==> config.mk <==
export PLATFORM = sky130hd
export DESIGN_NAME = dispatch_steer
export DESIGN_NICKNAME = d
export VERILOG_FILES = /design/src/rtl/dispatch_steer.sv
export SDC_FILE = /design/constraint.sdc
export NUM_CORES = 1
export LEC_CHECK = 0
export CAP_MARGIN = 5
export CORE_AREA = 2 2 212 214
export CTS_CLUSTER_DIAMETER = 50
export CTS_CLUSTER_SIZE = 30
export DETAILED_ROUTE_END_ITERATION = 7
export DIE_AREA = 0 0 214 216
export GPL_ROUTABILITY_DRIVEN = 0
export GPL_TIMING_DRIVEN = 0
export SYNTH_ARGS = -nofsm -noshare
export SYNTH_HDL_FRONTEND = slang
export SYNTH_SLANG_ARGS = --single-unit
export TNS_END_PERCENT = 10
==> constraint.sdc <==
create_clock -name clock -period 16.25 [get_ports clock]
set_clock_uncertainty 0.1 [all_clocks]
set_input_delay 4.0625 -clock clock [delete_from_list [all_inputs] [get_ports clock]]
set_output_delay 4.0625 -clock clock [all_outputs]
set_load 0.02 [all_outputs]
==> src/rtl/dispatch_steer.sv <==
// dispatch_steer: single-entry skid buffer steering renamed instructions into
// two credit-managed issue queues (IQ0 = int/ALU/muldiv, IQ1 = load/store).
// Strict program order is kept by holding at most one instruction; local
// credit counters track free queue entries so no ready path returns from the
// queues. Younger-than-flush work held here is dropped on redirect.
module dispatch_steer #(
  parameter int PAYLOAD_W    = 160,
  parameter int IQ_DEPTH     = 8,
  parameter int ROB_SIZE_LOG = 6,
  parameter int CRD_W        = $clog2(IQ_DEPTH) + 1
) (
  input  logic                    clock,
  input  logic                    reset,
  // dispatch side
  input  logic                    in_valid,
  output logic                    in_ready,
  input  logic [PAYLOAD_W-1:0]    in_payload,
  input  logic                    in_is_mem,
  input  logic                    in_robidx_flag,
  input  logic [ROB_SIZE_LOG-1:0] in_robidx,
  // issue queue 0 (integer)
  output logic                    iq0_valid,
  output logic [PAYLOAD_W-1:0]    iq0_payload,
  output logic                    iq0_robidx_flag,
  output logic [ROB_SIZE_LOG-1:0] iq0_robidx,
  input  logic [1:0]              iq0_release,
  // issue queue 1 (load/store)
  output logic                    iq1_valid,
  output logic [PAYLOAD_W-1:0]    iq1_payload,
  output logic                    iq1_robidx_flag,
  output logic [ROB_SIZE_LOG-1:0] iq1_robidx,
  input  logic [1:0]              iq1_release,
  // redirect
  input  logic                    flush_valid,
  input  logic                    flush_robidx_flag,
  input  logic [ROB_SIZE_LOG-1:0] flush_robidx,
  // status
  output logic [CRD_W-1:0]        iq0_credit,
  output logic [CRD_W-1:0]        iq1_credit,
  output logic [15:0]             stall_cnt,
  output logic                    credit_err
);

  localparam int SUM_W = CRD_W + 1;
  localparam logic [SUM_W-1:0] DEPTH_SUM = SUM_W'(IQ_DEPTH);
  localparam logic [CRD_W-1:0] DEPTH_CRD = CRD_W'(IQ_DEPTH);

  typedef enum logic {
    EMPTY = 1'b0,
    FULL  = 1'b1
  } hold_state_t;

  hold_state_t             state_q, state_d;
  logic                    hold_tgt_q, hold_tgt_d;
  logic [PAYLOAD_W-1:0]    hold_payload_q, hold_payload_d;
  logic                    hold_flag_q, hold_flag_d;
  logic [ROB_SIZE_LOG-1:0] hold_robidx_q, hold_robidx_d;
  logic [CRD_W-1:0]        iq0_credit_q, iq0_credit_d;
  logic [CRD_W-1:0]        iq1_credit_q, iq1_credit_d;
  logic [15:0]             stall_cnt_q, stall_cnt_d;
  logic                    credit_err_q, credit_err_d;

  logic             hold_valid;
  logic             kill;
  logic             send;
  logic             send0;
  logic             send1;
  logic             accept;
  logic [CRD_W-1:0] tgt_credit;
  logic [SUM_W-1:0] sum0;
  logic [SUM_W-1:0] sum1;

  // Send/kill/ready decode from the hold register and the redirect inputs
  always_comb begin
    hold_valid = (state_q == FULL);
    // hold is strictly younger than the flush point (wrap-aware compare)
    kill       = flush_valid & hold_valid &
                 ((flush_robidx_flag ^ hold_flag_q) ^ (flush_robidx < hold_robidx_q));
    tgt_credit = hold_tgt_q ? iq1_credit_q : iq0_credit_q;
    send       = hold_valid & (tgt_credit != '0) & ~kill;
    send0      = send & ~hold_tgt_q;
    send1      = send & hold_tgt_q;
    in_ready   = ~flush_valid & (~hold_valid | send);
    accept     = in_valid & in_ready;
  end

  // Hold-entry FSM next state and field loading
  always_comb begin
    state_d        = state_q;
    hold_tgt_d     = hold_tgt_q;
    hold_payload_d = hold_payload_q;
    hold_flag_d    = hold_flag_q;
    hold_robidx_d  = hold_robidx_q;
    unique case (state_q)
      EMPTY: begin
        if (accept) state_d = FULL;
      end
      FULL: begin
        if (kill)                 state_d = EMPTY;
        else if (send && !accept) state_d = EMPTY;
        else                      state_d = FULL;
      end
      default: state_d = EMPTY;
    endcase
    if (accept) begin
      hold_tgt_d     = in_is_mem;
      hold_payload_d = in_payload;
      hold_flag_d    = in_robidx_flag;
      hold_robidx_d  = in_robidx;
    end
  end

  // Credit counters: consume on send, return on release, clamp and flag overflow
  always_comb begin
    sum0         = {1'b0, iq0_credit_q} + SUM_W'(iq0_release) - SUM_W'(send0);
    sum1         = {1'b0, iq1_credit_q} + SUM_W'(iq1_release) - SUM_W'(send1);
    iq0_credit_d = sum0[CRD_W-1:0];
    iq1_credit_d = sum1[CRD_W-1:0];
    credit_err_d = credit_err_q;
    if (sum0 > DEPTH_SUM) begin
      iq0_credit_d = DEPTH_CRD;
      credit_err_d = 1'b1;
    end
    if (sum1 > DEPTH_SUM) begin
      iq1_credit_d = DEPTH_CRD;
      credit_err_d = 1'b1;
    end
  end

  // Saturating count of cycles where dispatch was blocked by a full queue
  always_comb begin
    stall_cnt_d = stall_cnt_q;
    if (in_valid && !in_ready && !flush_valid && (stall_cnt_q != '1))
      stall_cnt_d = stall_cnt_q + 16'd1;
  end

  // State registers with asynchronous reset
  always_ff @(posedge clock or posedge reset) begin
    if (reset) begin
      state_q        <= EMPTY;
      hold_tgt_q     <= 1'b0;
      hold_payload_q <= '0;
      hold_flag_q    <= 1'b0;
      hold_robidx_q  <= '0;
      iq0_credit_q   <= DEPTH_CRD;
      iq1_credit_q   <= DEPTH_CRD;
      stall_cnt_q    <= '0;
      credit_err_q   <= 1'b0;
    end else begin
      state_q        <= state_d;
      hold_tgt_q     <= hold_tgt_d;
      hold_payload_q <= hold_payload_d;
      hold_flag_q    <= hold_flag_d;
      hold_robidx_q  <= hold_robidx_d;
      iq0_credit_q   <= iq0_credit_d;
      iq1_credit_q   <= iq1_credit_d;
      stall_cnt_q    <= stall_cnt_d;
      credit_err_q   <= credit_err_d;
    end
  end

  // Both queues see the same held bundle; only the strobe differs
  always_comb begin
    iq0_valid       = send0;
    iq1_valid       = send1;
    iq0_payload     = hold_payload_q;
    iq1_payload     = hold_payload_q;
    iq0_robidx_flag = hold_flag_q;
    iq1_robidx_flag = hold_flag_q;
    iq0_robidx      = hold_robidx_q;
    iq1_robidx      = hold_robidx_q;
    iq0_credit      = iq0_credit_q;
    iq1_credit      = iq1_credit_q;
    stall_cnt       = stall_cnt_q;
    credit_err      = credit_err_q;
  end

endmodule

==> run metrics, run 1 <==
status complete, no violations; combinational power share a little under 50%; Lkg Pwr about 7 nW; total power 0.00218 W; Die Area 46200 sq um; combined buffer and inverter count along the critical path 2; WS Path Type in -> out; crit path launch flush_robidx[1]; Starting Density 21.2%; Initial DRC Count 200; Crit path max-delay family buffers and inverters; IO Pins 545; final period utilization ~69%; Vias ~7000; FP Rows just under 80; Pwr Density 136 nW/um^2; headroom to the max-slew limit between 50% and 60%; CP max-delay cell clkdlybuf4s50_1; Total Routing Usage GR 13.1%; ys flop type dfrtp_1; hold crit path type reg -> reg; Mapped Nets 904; setup violators final 0; CTS Root Cell clkbuf_16; Commonest cells post-synth dfrtp_1 (192), buf_4 (167), mux2_2 (97); Final Max Slew Viols 0; CTS resizes 0; Synth async-reset ratio 100%; first-pass GRT wire length about 46000 microns; crit path time final 11.16 ns; crit path DAT 6.99 ns; drt first pass iters 4; Die W between 200 and 250 microns; Hold Fails Final Rpt 0; NetSw 0.000769 W; f_max 89.6 MHz; diode count 0; slowest stage delay, CP 0.68 ns; part of the power in registers a little under a third; Top cell by count, worst path clkdlybuf4s50_1; register area share after synthesis 52.2%; Int Pwr 0.00142 W; worst endpoint required time 12.09 ns; TritonCTS Buffers 17; Synth area leader dfrtp_1; setup tns final 0 ns; CTS tree done; DR WL/cell 16.6 microns; clock insertion delay at the later pin of the skew report 0.45 ns; initial antenna violation count 0; drt via density roughly 3.7; core area 43800 sq um; clock share of power 19.8%; Avg Inst Size Synth 13.3 sq um; crit path max fanout 6; Max-cap violations 0; Startpoint Class input port; hold wc startpoint credit_err; Netlist cell types 40; nets@finish 1468; CP Capture Type output port; area grow syn2layout 73.3%; Final ANT Viol Nets 0; critical path cell sequence clkdlybuf4s50_1 > ha_1 > a21oi_1 > o221ai_2 > mux2i_1 > nand2_1 > nor3b_1 > clkdlybuf4s50_1; most common cell in the netlist dfrtp_1; Post-CTS Hold Fix Bufs 0; TritonCTS sink count 194; share of post-route cells with drive strength above 1 between 20% and 30%; number of fill cells in the layout 4341; post-DP HPWL 25200 microns; IO buf count 544; clock transition at the registers of the reported paths about 0.07 ns; Synth area leaders dfrtp_1 (52%), buf_4 (13%), mux2_2 (12%); Least-Margin Pin Slew 0.717 ns; final non-filler cell total 1870; Mapped Cells 701; die height around 220 microns; H-tree Lvls 4; pin count of the biggest net entering global routing ~100; DRT Wirelength 31000 microns; Mapped Area 9300 sq um; Ys Warns 0; Peak VDD IR roughly 0.000083 V; clk buf depth 2; RSZ-0062 raised after global routing no; Critical R2R Launch iq0_robidx[1]; GRT Residual Overflow 0; # placed instances 1838; top-area cell type share of the netlist area 51.7%; post-CTS setup buffer count 0; Net Sw Frac 35.2%; DRC errors left 0; number of flops mapped to enable cells by yosys 0; post-synthesis register bit count 194; vias in the first global route 7197
metal layers:
| layer | share of wire, % | up-vias | track usage, % |
|---|---|---|---|
| met4 | 0.93 | 0 | 3.17 |
| met2 | 53 | 221 | 24.0 |
| met5 | 0 | - | 0 |
| met1 | 40 | 3461 | 15.0 |
| li1 | - | 3315 | - |
| met3 | 5.4 | 15 | 3.83 |
flip-flops by register name, indices dropped and copies added (netlist names), 4 cells and up:
name and cells:
iq1_credit 4, iq0_credit 4, stall_cnt 16, iq0_payload 160, iq0_robidx 6
path summary, 6_finish.rpt:
check                                       end  slack, ns  cells past startpoint
worst max-delay path                  iq1_valid       5.09                      8
worst min-delay path                 credit_err       0.39                      1
worst max register to register       credit_err      11.67                     18
worst min register to register       credit_err       0.39                      1
max in group asynchronous       iq0_payload[35]      11.12                      3
min in group asynchronous       iq0_robidx_flag       3.98                      2
power groups by stage:
| stage | combinational [W] | sequential (W) | clock (W) |
|---|---|---|---|
| final | 0.00106 | 0.000690 | 0.000433 |
| after global routing | 0.00112 | 0.000707 | 0.000467 |
| after CTS | 0.00108 | 0.000694 | 0.000451 |
| after detailed placement | 0.00107 | 0.000702 | 0 |
| after global placement | 0.00106 | 0.000700 | 0 |
| after floorplan | 0.000450 | 0.000795 | 0 |
layout by cell type, fill, tap and decap left out, drive strengths merged:
| cell | n |
|---|---|
| buf | 188 |
| mux2 | 166 |
| nand4 | 7 |
| a21oi | 10 |
| nor4 | 2 |
| nand2 | 18 |
| fa | 2 |
| nand3 | 4 |
| a21o | 4 |
| and2 | 1 |
| and4 | 1 |
| and3 | 6 |
| nand2b | 1 |
| a2111oi | 1 |
| o21ai | 7 |
| a211oi | 3 |
| xor2 | 6 |
| dfstp | 2 |
| clkdlybuf4s50 | 544 |
| ha | 18 |
| bufinv | 2 |
| clkbuf | 21 |
| clkinv | 4 |
| or2b | 1 |
| nand4bb | 1 |
| nor2 | 6 |
| nor2b | 1 |
| o221ai | 1 |
| dfrtp | 192 |
| or3 | 1 |
| nor3 | 2 |
| nor3b | 3 |
| clkinvlp | 2 |
| mux2i | 1 |
| xnor2 | 15 |
| a21boi | 1 |
| inv | 33 |
worst reg2reg max path, cell delays in order (launching register included):
cell	delay (ns)
dfrtp_1	0.46
inv_1	0.09
ha_1	0.30
a21oi_1	0.36
o221ai_2	0.20
mux2i_1	0.51
nand2_1	0.17
nor3b_1	0.34
ha_1	0.29
inv_1	0.05
ha_1	0.16
inv_1	0.05
fa_1	0.39
inv_1	0.07
a21o_1	0.11
a21oi_1	0.07
xnor2_1	0.24
o21ai_0	0.18
or3_1	0.32
cell families after synthesis:
group                    share of synthesized area (%)
buffers and inverters                             17.0
flip-flops                                        52.2
multiplexers                                      20.2
AND/OR/NAND/NOR                                   3.61
AO/OA/AOI/OAI                                     2.06
XOR/XNOR                                          1.98
adder cells (fa/ha/maj)                           2.85
final cells by class:
class,count,area [sq um],area share (%)
buffer,187,1470,9.14
clock buffer,21,470,2.92
clock inverter,11,125,0.776
inverter,30,120,0.745
multi-input combinational,290,2860,17.7
sequential,194,4860,30.1
tap,592,741,4.60
timing repair buffer,545,5470,34.0
per-stage QoR:
| step | hold slack, ns | setup WS, ns | area [sq um] | utilization [%] |
|---|---|---|---|---|
| floorplan | 0.446 | 6.34 | 9300 | - |
| global placement | 0.356 | 3.75 | 15500 | 35.3 |
| detailed placement | 0.360 | 5.04 | 15500 | 35.4 |
| CTS | 0.385 | 5.02 | 16100 | 36.8 |
| global route | 0.421 | 4.89 | 16100 | 36.8 |
| finish | 0.386 | 5.09 | 16100 | 36.8 |
Power figures use the tool's default switching activity.
==> run 2: changes to the inputs <==
Settings changed: CORE_AREA 2 2 212 214 to 2 2 214 216, DIE_AREA 0 0 214 216 to 0 0 216 218.
Clock period 16.25 ns to 11.6 ns, I/O delays scaled along.
==> run 2 against run 1 <==
Die area rose by 1.9%. Worst setup slack got worse by 2.5 ns. Global-route usage fell by 0.16 points. Flip-flop and latch count did not move. Non-clock buffer count did not move. Count of clock-buffer cells in the layout fell by 3. Cell count rose by 0.43%. Design area rose by 0.33%. Hold slack got worse by 0.0091 ns. Critical path type unchanged.
==> run metrics, run 2 (synthesized netlist as in run 1, its figures left out) <==
status complete, no violations; Max-cap violations 0 (unchanged); FF-to-FF End credit_err; TritonCTS Buffers 17 (unchanged); wire length on met3 1830 microns (+9.5%); commonest non-fill, non-tap cell in the layout clkdlybuf4s50_1; Starting Density 20.7% (-0.50 points); first-pass GRT wire length 45100 microns (-1.1%); IO buf count 544 (unchanged); final worst setup slack 2.64 ns (-2.46 ns); Final ANT Viol Nets 0 (unchanged); hold crit path type reg -> reg; CTS resizes 0 (unchanged); diode count 0 (unchanged); Total Routing Usage GR 13.0% (-0.16 points); crit path max fanout 6 (unchanged); post-CTS setup buffer count 0 (unchanged); die height 218 microns (+0.93%); nets@finish 1468 (unchanged); drt via density 3.75 (about the same); CTS tree done; Hold Path Sink credit_err; hold slack 0.377 ns (-0.00911 ns); RSZ-0062 raised after global routing no; IO Pins 545 (unchanged); max reg flops 160 (unchanged); clock insertion delay at the later pin of the skew report 0.48 ns (+0.03 ns); M1 WL 12600 microns (+1.1%); Lkg Pwr 6.86 nW (+0.28%); DR WL met2 15900 microns (-4.0%); most frequent cells in the layout clkdlybuf4s50_1 (544), dfrtp_1 (192), buf_4 (167); Initial DRC Count 268 (+34%); setup tns final 0 ns (unchanged); f_max 112 MHz; TritonCTS sink count 194 (unchanged); Least-Margin Pin Slew 0.665 ns (-0.0521 ns); hold wc startpoint credit_err; initial antenna violation count 0 (unchanged); total power 0.00311 W (+42%); drt first pass iters 4 (unchanged); cell area after layout 16200 sq um (+0.33%); Die Area 47100 sq um (+1.9%); Startpoint Class input port; R2R Setup Slk 7.04 ns (-4.63 ns); H-tree Lvls 4 (unchanged); worst endpoint required time 8.60 ns (-3.49 ns); Final Max Slew Viols 0 (unchanged); pin count of the biggest net entering global routing 114 (+9.6%); clock transition at the registers of the reported paths 0.07 ns (about the same); WS Path Type in -> out; DR WL/cell 16.4 microns (-1.1%); post-DP HPWL 24800 microns (-1.3%); crit path DAT 5.96 ns (-1.03 ns); area grow syn2layout 73.9%; Pwr Density 192 nW/um^2 (+42%); clk buf depth 2 (unchanged); Critical R2R Launch iq0_robidx[1]; Post-CTS Hold Fix Bufs 0 (unchanged); vias in the first global route 7059 (-1.9%); Top Metal Used met4; headroom to the max-slew limit 55.7% (+3.5 points); Hold Crit Depth 1 (unchanged); GRT Residual Overflow 0 (unchanged); CTS Root Cell clkbuf_16; depth of the worst register-to-register path 18 (unchanged); CP Capture Type output port; Peak VDD IR 0.0000960 V (+15%); crit path time final roughly 9 ns; placed inst area 15500 sq um (about the same); final period utilization 77.3%; Hold Fails Final Rpt 0 (unchanged); core area 44900 sq um (+2.4%); DRT Wirelength 30800 microns (-0.69%); Vias 7038 (+0.37%); Die W 216 microns (+0.93%); setup violators final 0 (unchanged); FP Rows 78 (+1.3%); share of post-route cells with drive strength above 1 26.0% (+0.078 points); Placement Setup Slack 2.61 ns (-2.43 ns); DRC errors left 0 (unchanged)
-- run 2: cell types whose count changed in the layout (fill, tap and decap cells not counted), sizes merged --
cell,delta
clkbuf,-3
inv,+1
bufinv,+2
-- run 2: worst max-delay path by stage --
| stage | end | startpoint | slack (ns) | cells after the start |
|---|---|---|---|---|
| final | iq1_valid | flush_robidx[1] | 2.64 | 8 |
| after global routing | iq1_valid | flush_robidx[1] | 2.47 | 8 |
| after CTS | iq1_valid | flush_robidx[1] | 2.60 | 8 |
| after detailed placement | iq1_valid | flush_robidx[1] | 2.61 | 8 |
| after global placement | iq0_payload[97] | reset | 0.32 | 2 |
| after floorplan | credit_err | reset | 3.32 | 1 |
-- run 2: cell type report --
type / instances / area (sq um)
buffer: 187 / 1470
sequential: 194 / 4860
inverter: 30 / 120
tap: 600 / 751
fill: 4421 / 28700
clock buffer: 18 / 439
timing repair buffer: 545 / 5470
clock inverter: 14 / 200
multi-input combinational: 290 / 2860
-- run 2: report_power, final --
part | internal, W | total [W] | switching (W)
clock | 0.000369 | 0.000653 | 0.000284
sequential | 0.000824 | 0.000969 | 0.000144
combinational | 0.000823 | 0.00149 | 0.000665
total | 0.00202 | 0.00311 | 0.00109
-- run 2: per-stage QoR --
step	util, %	cells
floorplan	-	701
finish	36.0	1878
global route	36.0	1878
detailed placement	34.6	1846
global placement	34.5	1845
CTS	36.0	1878
-- run 2: worst max-delay path, cell delays in order --
cell	delay (ns)
clkdlybuf4s50_1	0.50
ha_1	0.24
a21oi_1	0.43
o221ai_2	0.19
mux2i_1	0.49
nand2_1	0.18
nor3b_1	0.35
clkdlybuf4s50_1	0.68
-- run 2: layer usage --
layer / global-route usage [%] / up-vias
li1: - / 3330
met1: 15.3 / 3440
met2: 22.3 / 242
met3: 4.07 / 26
met4: 4.27 / 0
met5: 0 / -
